<file path="config.mk">
export PLATFORM = sky130hd
export DESIGN_NAME = rr_arbiter8
export DESIGN_NICKNAME = d
export VERILOG_FILES = /design/src/rtl/rr_arbiter8.sv
export SDC_FILE = /design/constraint.sdc
export NUM_CORES = 1
export LEC_CHECK = 0
export ABC_AREA = 1
export CAP_MARGIN = 10
export CORE_MARGIN = 10
export CORE_UTILIZATION = 31
export DETAILED_ROUTE_END_ITERATION = 6
export GPL_TIMING_DRIVEN = 0
export SLEW_MARGIN = 20
export SYNTH_ARGS = -nofsm -noshare
export SYNTH_HDL_FRONTEND = slang
export SYNTH_SLANG_ARGS = --single-unit
</file>
<file path="constraint.sdc">
create_clock -name clk -period 3.2 [get_ports clk]
set_clock_uncertainty 0.15 [all_clocks]
set_input_delay 0.64 -clock clk [delete_from_list [all_inputs] [get_ports clk]]
set_output_delay 0.64 -clock clk [all_outputs]
set_load 0.05 [all_outputs]
</file>
<file path="src/rtl/rr_arbiter8.sv">
// Eight-way round-robin arbiter with registered one-hot grant, binary index,
// owner hold until done/request drop, and a forced release after MAX_HOLD cycles.
module rr_arbiter8 #(
  parameter int MAX_HOLD = 16
) (
  input  logic       clk,
  input  logic       rst,
  input  logic [7:0] req,
  input  logic       done,
  output logic [7:0] gnt,
  output logic [2:0] gnt_idx,
  output logic       gnt_valid,
  output logic       timeout
);

  typedef enum logic {IDLE, GRANT} state_t;

  localparam logic [7:0] HOLD_LAST = 8'(MAX_HOLD - 1);

  state_t     state_q, state_d;
  logic [2:0] ptr_q, ptr_d;
  logic [2:0] own_q, own_d;
  logic [7:0] cnt_q, cnt_d;
  logic [7:0] gnt_d;
  logic [2:0] idx_d;
  logic       valid_d;
  logic       timeout_d;
  logic [2:0] winner;
  logic       rel_normal;
  logic       rel_limit;

  // First set request found scanning upward from the rotate pointer, wrapping at 7.
  function automatic logic [2:0] rr_pick(input logic [7:0] r, input logic [2:0] p);
    logic [15:0] dbl;
    logic [2:0]  off;
    dbl = {r, r} >> p;
    off = 3'd0;
    for (int k = 7; k >= 0; k--) begin
      if (dbl[k]) off = 3'(k);
    end
    return p + off;
  endfunction

  assign winner     = rr_pick(req, ptr_q);
  assign rel_normal = done | ~req[own_q];
  assign rel_limit  = (cnt_q == HOLD_LAST);

  always_comb begin
    state_d   = state_q;
    ptr_d     = ptr_q;
    own_d     = own_q;
    cnt_d     = cnt_q;
    gnt_d     = gnt;
    idx_d     = gnt_idx;
    valid_d   = gnt_valid;
    timeout_d = 1'b0;
    unique case (state_q)
      IDLE: begin
        gnt_d   = 8'd0;
        idx_d   = 3'd0;
        valid_d = 1'b0;
        if (req != 8'd0) begin
          state_d = GRANT;
          own_d   = winner;
          gnt_d   = 8'd1 << winner;
          idx_d   = winner;
          valid_d = 1'b1;
          ptr_d   = winner + 3'd1;
          cnt_d   = 8'd0;
        end
      end
      GRANT: begin
        if (rel_normal || rel_limit) begin
          state_d   = IDLE;
          gnt_d     = 8'd0;
          idx_d     = 3'd0;
          valid_d   = 1'b0;
          // A voluntary release in the same cycle as the limit is not a timeout.
          timeout_d = rel_limit & ~rel_normal;
        end else begin
          cnt_d = cnt_q + 8'd1;
        end
      end
      default: state_d = IDLE;
    endcase
  end

  always_ff @(posedge clk) begin
    if (rst) begin
      state_q   <= IDLE;
      ptr_q     <= 3'd0;
      own_q     <= 3'd0;
      cnt_q     <= 8'd0;
      gnt       <= 8'd0;
      gnt_idx   <= 3'd0;
      gnt_valid <= 1'b0;
      timeout   <= 1'b0;
    end else begin
      state_q   <= state_d;
      ptr_q     <= ptr_d;
      own_q     <= own_d;
      cnt_q     <= cnt_d;
      gnt       <= gnt_d;
      gnt_idx   <= idx_d;
      gnt_valid <= valid_d;
      timeout   <= timeout_d;
    end
  end

endmodule
</file>
## Word level (Yosys, flattened, before mapping)

Cells that the tools add are included.

- Bits in registers: 28
- Input bits: 11
- Logic and storage cells: 53

- $add $sub $neg: 3
- $lt $le $gt $ge: 1
- Eq/ne operators: 4
- Shift-type cells: 2
- Mux-type cells: 24
- Bitwise gates (word level): 6
- Reduce and logical (&&, ||, !) cells: 5

Operators by type and width:

| operator | number |
|---|---|
| 8-bit 2-to-1 mux | 4 |
| 8-bit one-hot mux with 2 select lines | 2 |
| 3-bit 2-to-1 mux | 10 |
| 16-bit by 3-bit right shift with 8-bit output | 1 |
| 8-bit by 1-bit adder with 8-bit output (second input constant) | 1 |
| 8-bit by 4-bit equality test with 1-bit output (second input constant) | 1 |
| 8-bit nonzero test | 1 |
| 1-bit by 3-bit left shift with 8-bit output (first input constant) | 1 |
| 3-bit one-hot mux with 2 select lines | 1 |
| 3-bit by 4-bit less-than comparator with 1-bit output (second input constant) | 1 |
| 1-bit 2-to-1 mux | 4 |
| 2-bit != test (second input constant) | 2 |
| 1-bit NOT | 4 |
| 1-bit one-hot mux with 2 select lines | 2 |
| 2-bit AND reduction | 2 |
| 3-bit by 1-bit adder with 3-bit output (second input constant) | 1 |
| 3-bit adder | 1 |
| 1-bit binary-select mux with 3-bit select | 1 |
| 3-bit OR reduction | 1 |
| 2-bit by 1-bit != test with 1-bit output (second input constant) | 1 |
| 1-bit AND | 1 |
| 1-bit logical OR | 1 |
| 1-bit OR | 1 |

## Depth between registers and ports, before layout

- Depth in word-level cells: 13
- Mapped depth: 22

## Worst setup path before layout

OpenSTA, ideal clock, no wires.

- Path kind: in2reg
- From: input port req[1]
- To: register ptr_q[2]
- Setup time: 0.120 ns
- Data arrival time: 2.825 ns
- Required time: 2.930 ns
- Slack: 0.105 ns
- Stages on the path: 20
- Cells stage by stage: nand2_1 -> nand3_2 -> nand3_1 -> nand2_1 -> a21oi_1 -> o21bai_1 -> nand2_1 -> nand2_1 -> a21boi_0 -> ha_1 -> inv_1 -> fa_1 -> xor2_1 -> inv_1 -> nand3_1 -> nand2_2 -> inv_2 -> ha_1 -> o21ai_0 -> a21oi_1

- Cells in the longest elaborated chain, start to end: 11
- Elaborated cells between the ends (all ways): 13
- Those cells by class: add/sub: 2; shift: 1; mux: 8; reduce/logical: 2

RTL lines:

| element | line | source |
|---|---|---|
| start: declaration | 8 | `input logic [7:0] req,` |
| 16-bit by 3-bit right shift with 8-bit output | 36 | `dbl = {r, r} >> p;` |
| 3-bit 2-to-1 mux (8 in series) | 39 | `if (dbl[k]) off = 3'(k);` |
| 3-bit adder | 41 | `return p + off;` |
| 3-bit by 1-bit adder with 3-bit output | 68 | `ptr_d = winner + 3'd1;` |
| end signal: assignment | 100 | `ptr_q <= ptr_d;` |
| end: declaration | 21 | `logic [2:0] ptr_q, ptr_d;` |

Parallel ways exist; a longest one is shown, timed or not.
A chain may end at the register's enable or synchronous reset.

## Worst setup path in the final report

- From: register ptr_q[0]
- To: register ptr_q[2]

- Cells in the longest elaborated chain, start to end: 11

RTL lines:

| element | line |
|---|---|
| 16-bit by 3-bit right shift with 8-bit output | 36 |
| 3-bit 2-to-1 mux (8 in series) | 39 |
| 3-bit adder * | 41 |
| 3-bit by 1-bit adder with 3-bit output * | 68 |

Mark *: on every way between the ends. The rest lies on a longest branch, timed or not.

==> results.json <==
{
  "start_kind": "flip-flop",
  "placed_area_um2": 2170,
  "placed_cells": 373,
  "worstSkewPairLatency_ns": 0.27,
  "grt_usage": 0.0906,
  "postSynthAreaPerCell_um2": 6.71,
  "grt_pass1_vias": 1690,
  "switching_share": 0.488,
  "antenna_found_initial": 0,
  "cts.path.max_buffers": 2,
  "num_rows": 28,
  "cp-end-kind": "flip-flop",
  "pwr-share-seq": 0.232,
  "syn_inst": 275,
  "pwr-share-clk": 0.108,
  "synth.net_count": 292,
  "path_clk_slew_ns": 0.09,
  "synth.top_cell.area_share": 0.304,
  "wl_per_cell_um": 11.6,
  "coreArea_um2": 5850,
  "synth_area_um2": 1850,
  "grt_pass1_wl_um": 7590,
  "pin_count": 24,
  "die_area_um2": 9440,
  "hp-class": "reg2reg",
  "timing.fmax_mhz": 337,
  "max-vdd-ir-drop_mv": 0.282,
  "criticalPathCategory": "reg2reg",
  "drc": 0,
  "cp.arrival_ns": 2.98,
  "combPwrFrac": 0.661,
  "worst-slew-pin-transition_ns": 0.508,
  "wl_um": 4420,
  "critPathRequiredTime_ns": 3.22,
  "yosysMostFrequentCell": "nand2_1",
  "slew_headroom": 0.660,
  "gp_congestion": 0.830,
  "synth_cell_types": 32,
  "setup_viol": 0,
  "slew_viol_final": 0,
  "power_leakage_nw": 0.989,
  "synth_top_area_cell": "dfxtp_1",
  "power_mw": 2.03,
  "cp_max_fo": 9,
  "clock_sinks": 28,
  "drive_above_1_share": 0.261,
  "post-route-util": 0.398,
  "die_w_um": 97.2,
  "final_cell_area_um2": 2330,
  "dpl.hpwl_um": 3480,
  "outcome": "finished, final reports clean",
  "ant_nets": 0,
  "start_util": 0.315,
  "tritoncts": "done",
  "synth-edff-count": 0,
  "powerDensity_nw_per_um2": 873,
  "yosys-top-cells-count": "76 x nand2_1, 34 x nand3_1, 28 x dfxtp_1, 24 x nor2_1, 18 x inv_1",
  "ys_warn_count": 0,
  "cts_hold_buf": 0,
  "period_share": 0.927,
  "switchingPower_uw": 992,
  "grt_max_degree": 16,
  "cap_violations": 0,
  "drt-pass1-iter-count": 4,
  "tns_ns": 0,
  "async_flop_share": 0,
  "timing.final.hold_violations": 0,
  "ys_seq_elements": 28,
  "io_buffer_count": 23,
  "ctsHtreeMaxLevel": 1,
  "dpl_worst_slack_ns": -0.823,
  "final_cells": 382,
  "cts_made_buffers": 3,
  "vias_per_cell": 4.67,
  "setup_ws_ns": 0.232,
  "n_antenna_cell": 0,
  "grt_overflow": 0,
  "seq_area_frac_synth": 0.304,
  "ys.flop_type": "dfxtp_1",
  "period_needed_ns": 2.97,
  "power.internal_mw": 1.04,
  "cts_root_buf": "clkbuf_8",
  "vias": 1784,
  "drt_iter0_markers": 70,
  "die_h_um": 97.2,
  "synthTopCellsByArea": "dfxtp_1 30%, nand2_1 15%, nand3_1 9.2%",
  "rsz0062_at_grt": "false",
  "timing.hold.ws_ns": 0.319,
  "syn2layout_area_growth_pct": 26.1,
  "finalNetCount": 325
}
[flip-flops by register name, summed over array words and instances (netlist names)]
name / count
cnt_q: 8
gnt_valid: 1
gnt: 8
gnt_idx: 3
timeout: 1
own_q: 3
ptr_q: 3
state_q: 1
[placed cells by master (no fill, tap or decap), types with 3 or more instances in the layout]
cell type,n
nand3_2,16
nand2_2,19
inv_2,6
buf_4,6
clkbuf_2,7
o21ai_0,10
o21ai_1,4
nand3_1,27
a21oi_1,14
clkbuf_8,4
inv_1,18
nor2_1,24
clkdlybuf4s50_1,15
dfxtp_1,27
nand2_1,70
xor2_1,6
ha_1,3
[final cells by class]
| class | count | area [um2] |
|---|---|---|
| buffer | 6 | 50.0 |
| clock buffer | 4 | 55.1 |
| fill | 620 | 3520 |
| inverter | 29 | 126 |
| multi-input combinational | 212 | 1190 |
| sequential | 28 | 564 |
| tap | 75 | 93.8 |
| timing repair buffer | 28 | 245 |
[routing by layer]
layer / vias up / wire length (um) / global-route usage
met5: - / 0 / 0
li1: 952 / - / -
met1: 814 / 1950 / 0.101
met4: 0 / 12 / 0.0102
met3: 2 / 108 / 0.0206
met2: 16 / 2350 / 0.173
[power groups by stage]
stage | logic [mW] | registers [mW] | clock network, mW
final | 1.34 | 0.471 | 0.219
after detailed placement | 1.18 | 0.474 | 0
after global routing | 1.51 | 0.481 | 0.242
after floorplan | 0.761 | 0.618 | 0
after global placement | 1.17 | 0.473 | 0
after CTS | 1.22 | 0.466 | 0.229
[critical path: stages (launching register included)]
cell and delay, ns:
dfxtp_4 0.38, buf_8 0.12, inv_8 0.05, nand2_2 0.08, nand3_2 0.08, nand3_2 0.08
nand2_2 0.07, a21oi_2 0.10, o21bai_1 0.07, nand2_1 0.05, nand2_1 0.05, a21boi_2 0.15
ha_2 0.17, inv_1 0.04, fa_2 0.33, xor2_1 0.18, inv_1 0.06, nand3_1 0.09
nand2_2 0.08, inv_2 0.10, ha_4 0.21, o21ai_1 0.12, a21oi_1 0.05
[kinds of logic after synthesis]
group           synth area share
flops                      0.304
simple gates               0.437
buf+inv                   0.0908
xor+xnor                  0.0285
compound gates            0.0956
fa+ha+maj                 0.0447
[timing repair]
item                                    CTS  global route
buffers inserted                          1             3
resized for setup                        17            33
endpoints found under the setup margin   12             5
cloned                                    0             1
pin swaps                                 3             9
[final timing paths]
kind,to,slack [ns],from,cells past startpoint
worst min register to register,gnt[2],0.32,gnt[2],2
worst min-delay path,gnt[2],0.32,gnt[2],2
worst max-delay path,ptr_q[2],0.23,ptr_q[0],22
worst max register to register,ptr_q[2],0.23,ptr_q[0],22
No activity file was read; power rests on OpenSTA's default activity.
